File: config.mk
export PLATFORM = sky130hd
export DESIGN_NAME = apb_manager
export DESIGN_NICKNAME = d
export VERILOG_FILES = /design/src/rtl/apb_pkg.sv /design/src/rtl/apb_wait_timer.sv /design/src/rtl/apb_manager.sv
export SDC_FILE = /design/constraint.sdc
export NUM_CORES = 1
export LEC_CHECK = 0
export ABC_AREA = 1
export CAP_MARGIN = 20
export CORE_MARGIN = 2
export CORE_UTILIZATION = 40
export DETAILED_ROUTE_END_ITERATION = 8
export GPL_TIMING_DRIVEN = 0
export MAX_ROUTING_LAYER = met4
export PLACE_DENSITY = 0.79
export SLEW_MARGIN = 20
export SYNTH_ARGS = -nofsm -noshare
export SYNTH_HDL_FRONTEND = slang
export SYNTH_SLANG_ARGS = --single-unit
File: constraint.sdc
create_clock -name clk -period 2.9 [get_ports clk]
set_input_delay 0.725 -clock clk [delete_from_list [all_inputs] [get_ports clk]]
set_output_delay 0.725 -clock clk [all_outputs]
set_load 0.01 [all_outputs]
File: src/rtl/apb_pkg.sv
// Shared APB manager types: FSM state encoding, the registered response record
// and fixed APB field widths.
package apb_pkg;

    localparam int PROT_WIDTH     = 4;
    localparam int APB_DATA_WIDTH = 32;

    typedef enum logic [1:0] {
        IDLE,
        SETUP,
        ACCESS,
        RESP
    } apb_state_e;

    typedef struct packed {
        logic [APB_DATA_WIDTH-1:0] rData;
        logic                      error;
    } apb_rsp_t;

endpackage

File: src/rtl/apb_wait_timer.sv
// Wait-state watchdog for the APB ACCESS phase: reloads on clear, counts down
// while enabled and flags expiry on its last permitted cycle.
module apb_wait_timer #(
    parameter int TimeoutCycles = 16
) (
    input  logic clk,
    input  logic reset,
    input  logic clear,
    input  logic enable,
    output logic expired
);

    if (TimeoutCycles == 0) begin : g_disabled
        assign expired = 1'b0;
    end else begin : g_count
        localparam int                CntWidth = $clog2(TimeoutCycles + 1);
        localparam logic [CntWidth-1:0] Load   = CntWidth'(TimeoutCycles - 1);

        // Cycles left before an un-ready ACCESS cycle is treated as a hang.
        logic [CntWidth-1:0] remaining;

        always_ff @(posedge clk) begin
            if (reset) begin
                remaining <= '0;
            end else if (clear) begin
                remaining <= Load;
            end else if (enable && remaining != '0) begin
                remaining <= remaining - 1'b1;
            end
        end

        assign expired = (remaining == '0);
    end

endmodule

File: src/rtl/apb_manager.sv
// Single-manager APB requester: turns a valid/ready command stream into
// SETUP/ACCESS transfers and returns one response per command.
module apb_manager
    import apb_pkg::*;
#(
    parameter int AddrWidth     = 32,
    parameter int DataWidth     = APB_DATA_WIDTH,
    parameter int TimeoutCycles = 16
) (
    input  logic                   clk,
    input  logic                   reset,

    input  logic                   cmdValid,
    output logic                   cmdReady,
    input  logic                   cmdWrite,
    input  logic [AddrWidth-1:0]   cmdAddr,
    input  logic [DataWidth-1:0]   cmdWData,
    input  logic [DataWidth/8-1:0] cmdStrb,
    input  logic [PROT_WIDTH-1:0]  cmdProt,

    output logic                   rspValid,
    input  logic                   rspReady,
    output logic [DataWidth-1:0]   rspRData,
    output logic                   rspError,

    output logic [AddrWidth-1:0]   addr,
    output logic [PROT_WIDTH-1:0]  prot,
    output logic                   selector_0,
    output logic                   enable,
    output logic                   write,
    output logic [DataWidth-1:0]   wData,
    output logic [DataWidth/8-1:0] strb,

    input  logic                   ready,
    input  logic [DataWidth-1:0]   rData,
    input  logic                   slvError
);

    apb_state_e state_q, state_d;
    apb_rsp_t   rsp_q, rsp_d;
    logic       accept;
    logic       timer_expired;

    apb_wait_timer #(
        .TimeoutCycles(TimeoutCycles)
    ) u_wait_timer (
        .clk    (clk),
        .reset  (reset),
        .clear  (state_q == SETUP),
        .enable (state_q == ACCESS && !ready),
        .expired(timer_expired)
    );

    always_comb begin
        // NOTE: every signal gets a default before the case so no path can
        // leave it unassigned, which would otherwise infer a latch.
        state_d = state_q;
        rsp_d   = rsp_q;
        accept  = 1'b0;

        unique case (state_q)
            IDLE: begin
                if (cmdValid) begin
                    accept  = 1'b1;
                    state_d = SETUP;
                end
            end
            SETUP: state_d = ACCESS;
            ACCESS: begin
                if (ready) begin
                    state_d     = RESP;
                    rsp_d.rData = write ? '0 : APB_DATA_WIDTH'(rData);
                    rsp_d.error = slvError;
                end else if (timer_expired) begin
                    state_d     = RESP;
                    rsp_d.rData = '0;
                    rsp_d.error = 1'b1;
                end
            end
            RESP: begin
                if (rspReady) state_d = IDLE;
            end
            default: state_d = IDLE;
        endcase
    end

    always_ff @(posedge clk) begin
        // NOTE: sequential state uses non-blocking assignments only, and reset
        // is sampled on the clock edge like any other input.
        if (reset) begin
            state_q    <= IDLE;
            rsp_q      <= '0;
            addr       <= '0;
            prot       <= '0;
            write      <= 1'b0;
            wData      <= '0;
            strb       <= '0;
            selector_0 <= 1'b0;
            enable     <= 1'b0;
        end else begin
            state_q    <= state_d;
            rsp_q      <= rsp_d;
            // Phase strobes follow the next state so they are glitch-free flops.
            selector_0 <= (state_d == SETUP) || (state_d == ACCESS);
            enable     <= (state_d == ACCESS);
            if (accept) begin
                addr  <= cmdAddr;
                prot  <= cmdProt;
                write <= cmdWrite;
                wData <= cmdWrite ? cmdWData : '0;
                strb  <= cmdWrite ? cmdStrb  : '0;
            end
        end
    end

    assign cmdReady = (state_q == IDLE);
    assign rspValid = (state_q == RESP);
    assign rspRData = DataWidth'(rsp_q.rData);
    assign rspError = rsp_q.error;

endmodule

---- Word-level counts from Yosys, hierarchy flattened ----
Index checks and enable logic that the tools add are counted.
word-level totals
  output and inout bits ................... 110
  logic and storage cells ................. 43
  input bits .............................. 111
  register bits after elaboration ......... 115
cells by class
  equality and inequality tests ........... 5
  reduce and logical (&&, ||, !) cells .... 11
  add/sub/neg operators ................... 1
  muxes and demuxes ....................... 14
operators by type and width
  kind                 count
  $mux 33              2
  $mux 32              2
  $mux 4               3
  $mux 2               4
  $pmux 2 s4           1
  $eq 2x2->1 const B   3
  $logic_not 5->1      1
  $reduce_bool 5->1    1
  $sub 5x1->5 const B  1
  $eq 2x1->1 const B   2
  $reduce_bool 2->1    2
  $logic_and 1x1->1    2
  $logic_not 2->1      1
  $mux 1               2
  $reduce_and 2->1     1
  $reduce_or 2->1      1
  $logic_not 1->1      1
  $logic_or 1x1->1     1

---- Logic depth before layout (Yosys ltp) ----
  depth after elaboration ................. 6
  gate-level depth with buffers ........... 12
  depth with buffers taken out ............ 12

---- By module ----
A second synthesis with hierarchy kept.
unflattened totals
  cell total of the unflattened synthesis .. 697
  area total of the unflattened synthesis .. 4,879.7 um^2
modules (own cells, without submodules)
  module          sequential area each (um^2)  instances  cells each  area an instance (um^2)
  apb_manager     2,202.1                      1          647         4,521.8
  apb_wait_timer  100.1                        1          50          357.8

---- Least setup slack after synthesis ----
No wires, ideal clock.
  path type ............................... input -> register
  from .................................... in rspReady
  to ...................................... reg selector_0
  slack ................................... 1,363 ps
  arrival ................................. 1,410 ps
  cell stages on the path ................. 5
  buffers on the path ..................... 0
  data required time ...................... 2,774 ps
  library setup time ...................... 126 ps
  cells stage by stage .................... or2_2 > nand2_1 > nor2_1 > ha_1 > nor2_1
on the way
  word-level cells in the longest chain between the ends .. 4
  elaborated cells on any way between the ends .. 5
  classes of those cells .................. 2 x eq/ne; 2 x mux; 1 x reduce/logical
ends and longest elaborated chain
  what                                      RTL line            text
  start, declared                           apb_manager.sv:22   input logic rspReady,
  $mux 2 (*)                                apb_manager.sv:81   if (rspReady) state_d = IDLE;
  $pmux 2 s4 (*)                            apb_manager.sv:61   unique case (state_q)
  $eq 2x1->1 or $eq 2x2->1 (tied branches)  apb_manager.sv:104  selector_0 <= (state_d == SETUP) || (state_d == ACCESS);
  $logic_or 1x1->1 (*)                      apb_manager.sv:104
  end signal, assigned                      apb_manager.sv:104
  end, declared                             apb_manager.sv:28   output logic selector_0,
Every way passes the cells marked *; elsewhere a longest branch is shown, timed or not.
A chain may end at the register's enable or synchronous reset.

---- Worst setup path after layout ----
  from .................................... reg state_q[1]
  to ...................................... out rspValid
on the way
  word-level cells in the longest chain between the ends .. 1
ends and longest elaborated chain
  what                    RTL line            text
  start, declared         apb_manager.sv:39   apb_state_e state_q, state_d;
  start signal, assigned  apb_manager.sv:101  state_q <= state_d;
  $eq 2x2->1              apb_manager.sv:117  assign rspValid = (state_q == RESP);
  end, declared           apb_manager.sv:21   output logic rspValid,
No other way between the ends.

==> results.py <==
metrics = {
    "status": {
        "status": "completed",
    },
    "cts": {
        "cts_num_sinks": 115,
        "cts-resized-gates": 0,
        "clockBufferDepth": 2,
        "cts-buffers-inserted": 17,
        "cts_tree": "done",
        "clkLatencyLatePin_ns": 0.42,
        "clkTransAtPathRegs_ns": 0.05,
        "post_cts_buffers": 0,
        "hold_buffers": 0,
        "htreeDepth": 4,
        "root_buffer": "clkbuf_16",
    },
    "min_path": {
        "hold-path-cell-count": 2,
        "worstHoldPathType": "reg -> reg",
        "hold_path_startpoint": "rspRData[4]$_SDFFE_PP0P_",
        "min_to": "rspRData[4]$_SDFFE_PP0P_",
    },
    "sta": {
        "rsz0062_at_grt": "no",
        "max_freq_ghz": 0.440,
        "finalCritPeriodShare_pct": 78.4,
        "slew_violations": 0,
        "worst_slew_pin_slew_ns": 0.501,
        "tns_ns": 0,
        "relSlewSlack_pct": 66.6,
        "layout_setup_ws_ns": 0.625,
        "finClkSkew_ns": 0.00767,
        "final-setup-viol-count": 0,
        "fin_crit_ns": 2.27,
        "hold_viol": 0,
    },
    "global_routing": {
        "grtUsageTotal_pct": 23.3,
        "grt_pass1_vias": 4681,
        "grt-ovfl-total": 0,
        "grt_max_degree": 17,
        "antenna_found_initial": 0,
        "grt_pass1_wl_um": 22200,
    },
    "layout": {
        "fillCellCount": 915,
        "nNetsFinal": 961,
        "drive_above_1_share_pct": 11.6,
        "finalNonFillerCells": 1003,
        "fin_util_pct": 67.5,
        "area_delta_synth_final_pct": 66.6,
        "antenna_cells": 0,
    },
    "worst_setup_path": {
        "slowest_stage": "clkdlybuf4s50_1",
        "rr_worst_depth": 11,
        "r2r_start": "u_wait_timer.g_count.remaining[0]$_SDFFE_PP0P_",
        "regToRegSetupSlack_ns": 1.22,
        "crit_type": "reg -> out",
        "critPathCaptureType": "primary output",
        "r2r_end": "selector_0$_SDFF_PP0_",
        "crit_path_cell_trace": "nand2_1 > inv_1 > clkdlybuf4s50_1",
        "critPathTopFamily": "buffers and inverters",
        "cp_max_fo": 4,
        "crit_buf_inv": 2,
        "worstSetupStartpoint": "state_q[1]$_SDFF_PP0_",
        "cpPeakStageDelay_ns": 0.56,
        "start_kind": "flop",
        "cp_data_required_time_ns": 2.17,
        "critPathArrivalTime_ns": 1.55,
    },
    "power_and_ir_drop": {
        "peakVddDrop_mv": 0.536,
        "p_per_area_nw_per_um2": 672,
        "power_leakage_nw": 3.00,
    },
    "placed_design": {
        "portBuffers": 220,
        "hpwl_um": 10500,
        "gp_congestion": 0.898,
        "pre_cts_slack_ns": 0.541,
        "dpl.cell_count": 971,
    },
    "floorplanning": {
        "std_cell_rows": 39,
        "die_h_um": 111,
        "die-area_um2": 12300,
        "start_util_pct": 40.5,
        "core_um2": 11300,
        "die_w_um": 111,
        "ios": 221,
    },
    "route": {
        "drc": 0,
        "vias": 4783,
        "wl_per_cell_um": 13.9,
        "dr.pass1.iters": 5,
        "postRouteWirelength_um": 14000,
        "ant_nets": 0,
        "routed_via_density": 4.77,
        "drtIter0Drc": 236,
    },
    "synthesis": {
        "synth-simple-area-share_pct": 27.1,
        "ys_seq_elements": 115,
        "netlist_top_cells_area": "dfxtp_1, nand2_1, a21oi_1",
        "syn_area_um2": 4570,
        "netlist.top_cell.by_area": "dfxtp_1",
        "synth_seq_area_share_pct": 50.4,
        "synth_fp_nets": 722,
        "ys_async_sr_fraction_pct": 0,
        "synth_area_per_cell_um2": 7.51,
        "netlist_instances": 608,
        "synth.area.mux_share_pct": 0,
        "yosys.cell_types.count": 23,
        "synth-edff-count": 0,
        "synthXorXnorAreaFrac_pct": 0,
        "synth_compound_area_share_pct": 12.5,
        "synth_warnings": 0,
        "synth_top_family_by_area": "simple AND/OR/NAND/NOR gates",
        "synth_fa_ha_area_share_pct": 0.822,
        "synth_top_area_share_pct": 50.4,
        "ys.flop_type": "dfxtp_1",
    },
    "job": {
        "cap_violations": 0,
    },
}
==> routing by layer <==
| metal | track usage, % | vias to the layer above | share of wire, % |
|---|---|---|---|
| li1 | - | 2393 | - |
| met2 | 41.1 | 159 | 51 |
| met5 | - | - | 0 |
| met4 | 9.58 | 0 | 2.5 |
| met3 | 7.76 | 29 | 6.9 |
| met1 | 23.8 | 2202 | 39 |
==> tightest hold or removal path: stages (launching register included) <==
cell and delay, ns:
dfxtp_1 0.30, nand2_1 0.06, a21oi_1 0.05
==> cell usage after synthesis (2+ instances only) <==
master	number
nand3_1	38
nand2_2	2
ha_1	3
nand3b_1	2
nor2_2	30
nor2_1	85
buf_6	7
nand2_1	127
dfxtp_1	115
buf_2	17
or2_2	2
inv_2	5
clkbuf_1	12
inv_1	42
o21ai_0	37
buf_4	4
a21oi_1	74
==> layout make-up <==
class / count / area, um^2 / share of cell area (%)
Multi-Input combinational cell: 405 / 1840 / 24.2
Timing Repair Buffer: 220 / 2200 / 29.0
Tap cell: 143 / 179 / 2.35
Clock inverter: 13 / 206 / 2.71
Buffer: 41 / 243 / 3.19
Clock buffer: 19 / 453 / 5.95
Sequential cell: 115 / 2300 / 30.3
Inverter: 47 / 176 / 2.32
==> sequential cells by signal (all words and copies together) (netlist names) <==
register,cells
addr,32
rspRData,32
wData,32
u_wait_timer.g_count.remaining,5
prot,4
strb,4
state_q,2
enable,1
rspError,1
selector_0,1
write,1
==> layout by cell type, fill, tap and decap left out, drive strengths merged, types with 2 or more instances in the layout <==
cell / n
a21oi: 74
or2: 4
clkinvlp: 5
ha: 3
nand2: 129
inv: 47
bufinv: 5
clkinv: 3
clkdlybuf4s50: 220
clkbuf: 31
o21ai: 37
nor2: 116
buf: 29
dfxtp: 115
nand3: 38
nand3b: 2
==> worst max-delay path by stage <==
stage | depth (start not counted) | to | slack, ns
3_3_place_gp | 4 | rspRData[22]$_SDFFE_PP0P_ | 0.54
4_1_cts | 3 | rspValid | 0.60
6_report | 3 | rspValid | 0.63
5_1_grt | 3 | rspValid | 0.54
3_5_place_dp | 4 | wData[19]$_SDFFE_PP0P_ | 0.54
2_1_floorplan | 5 | selector_0$_SDFF_PP0_ | 1.36
==> cells by family (layout without fill, tap and decap cells) <==
logic type	Yosys count	in the layout
fa+ha+maj	3	3
flops	115	115
buf+inv	88	340
compound gates	113	113
simple gates	289	289
==> stage by stage <==
step | total power, mW | hold slack (ns) | instance area [um^2]
after floorplan | 2.32 | 0.463 | 4570
after global placement | 2.80 | 0.450 | 6950
after detailed placement | 2.83 | 0.454 | 6950
after CTS | 5.15 | 0.462 | 7610
after global routing | 5.33 | 0.484 | 7610
final | 5.11 | 0.461 | 7610
==> report_power, final <==
group	switching, mW	internal [mW]	total (mW)
sequential	0.0728	1.71	1.78
combinational	0.510	0.512	1.02
clock	0.745	1.57	2.31
Power figures use the tool's default switching activity.
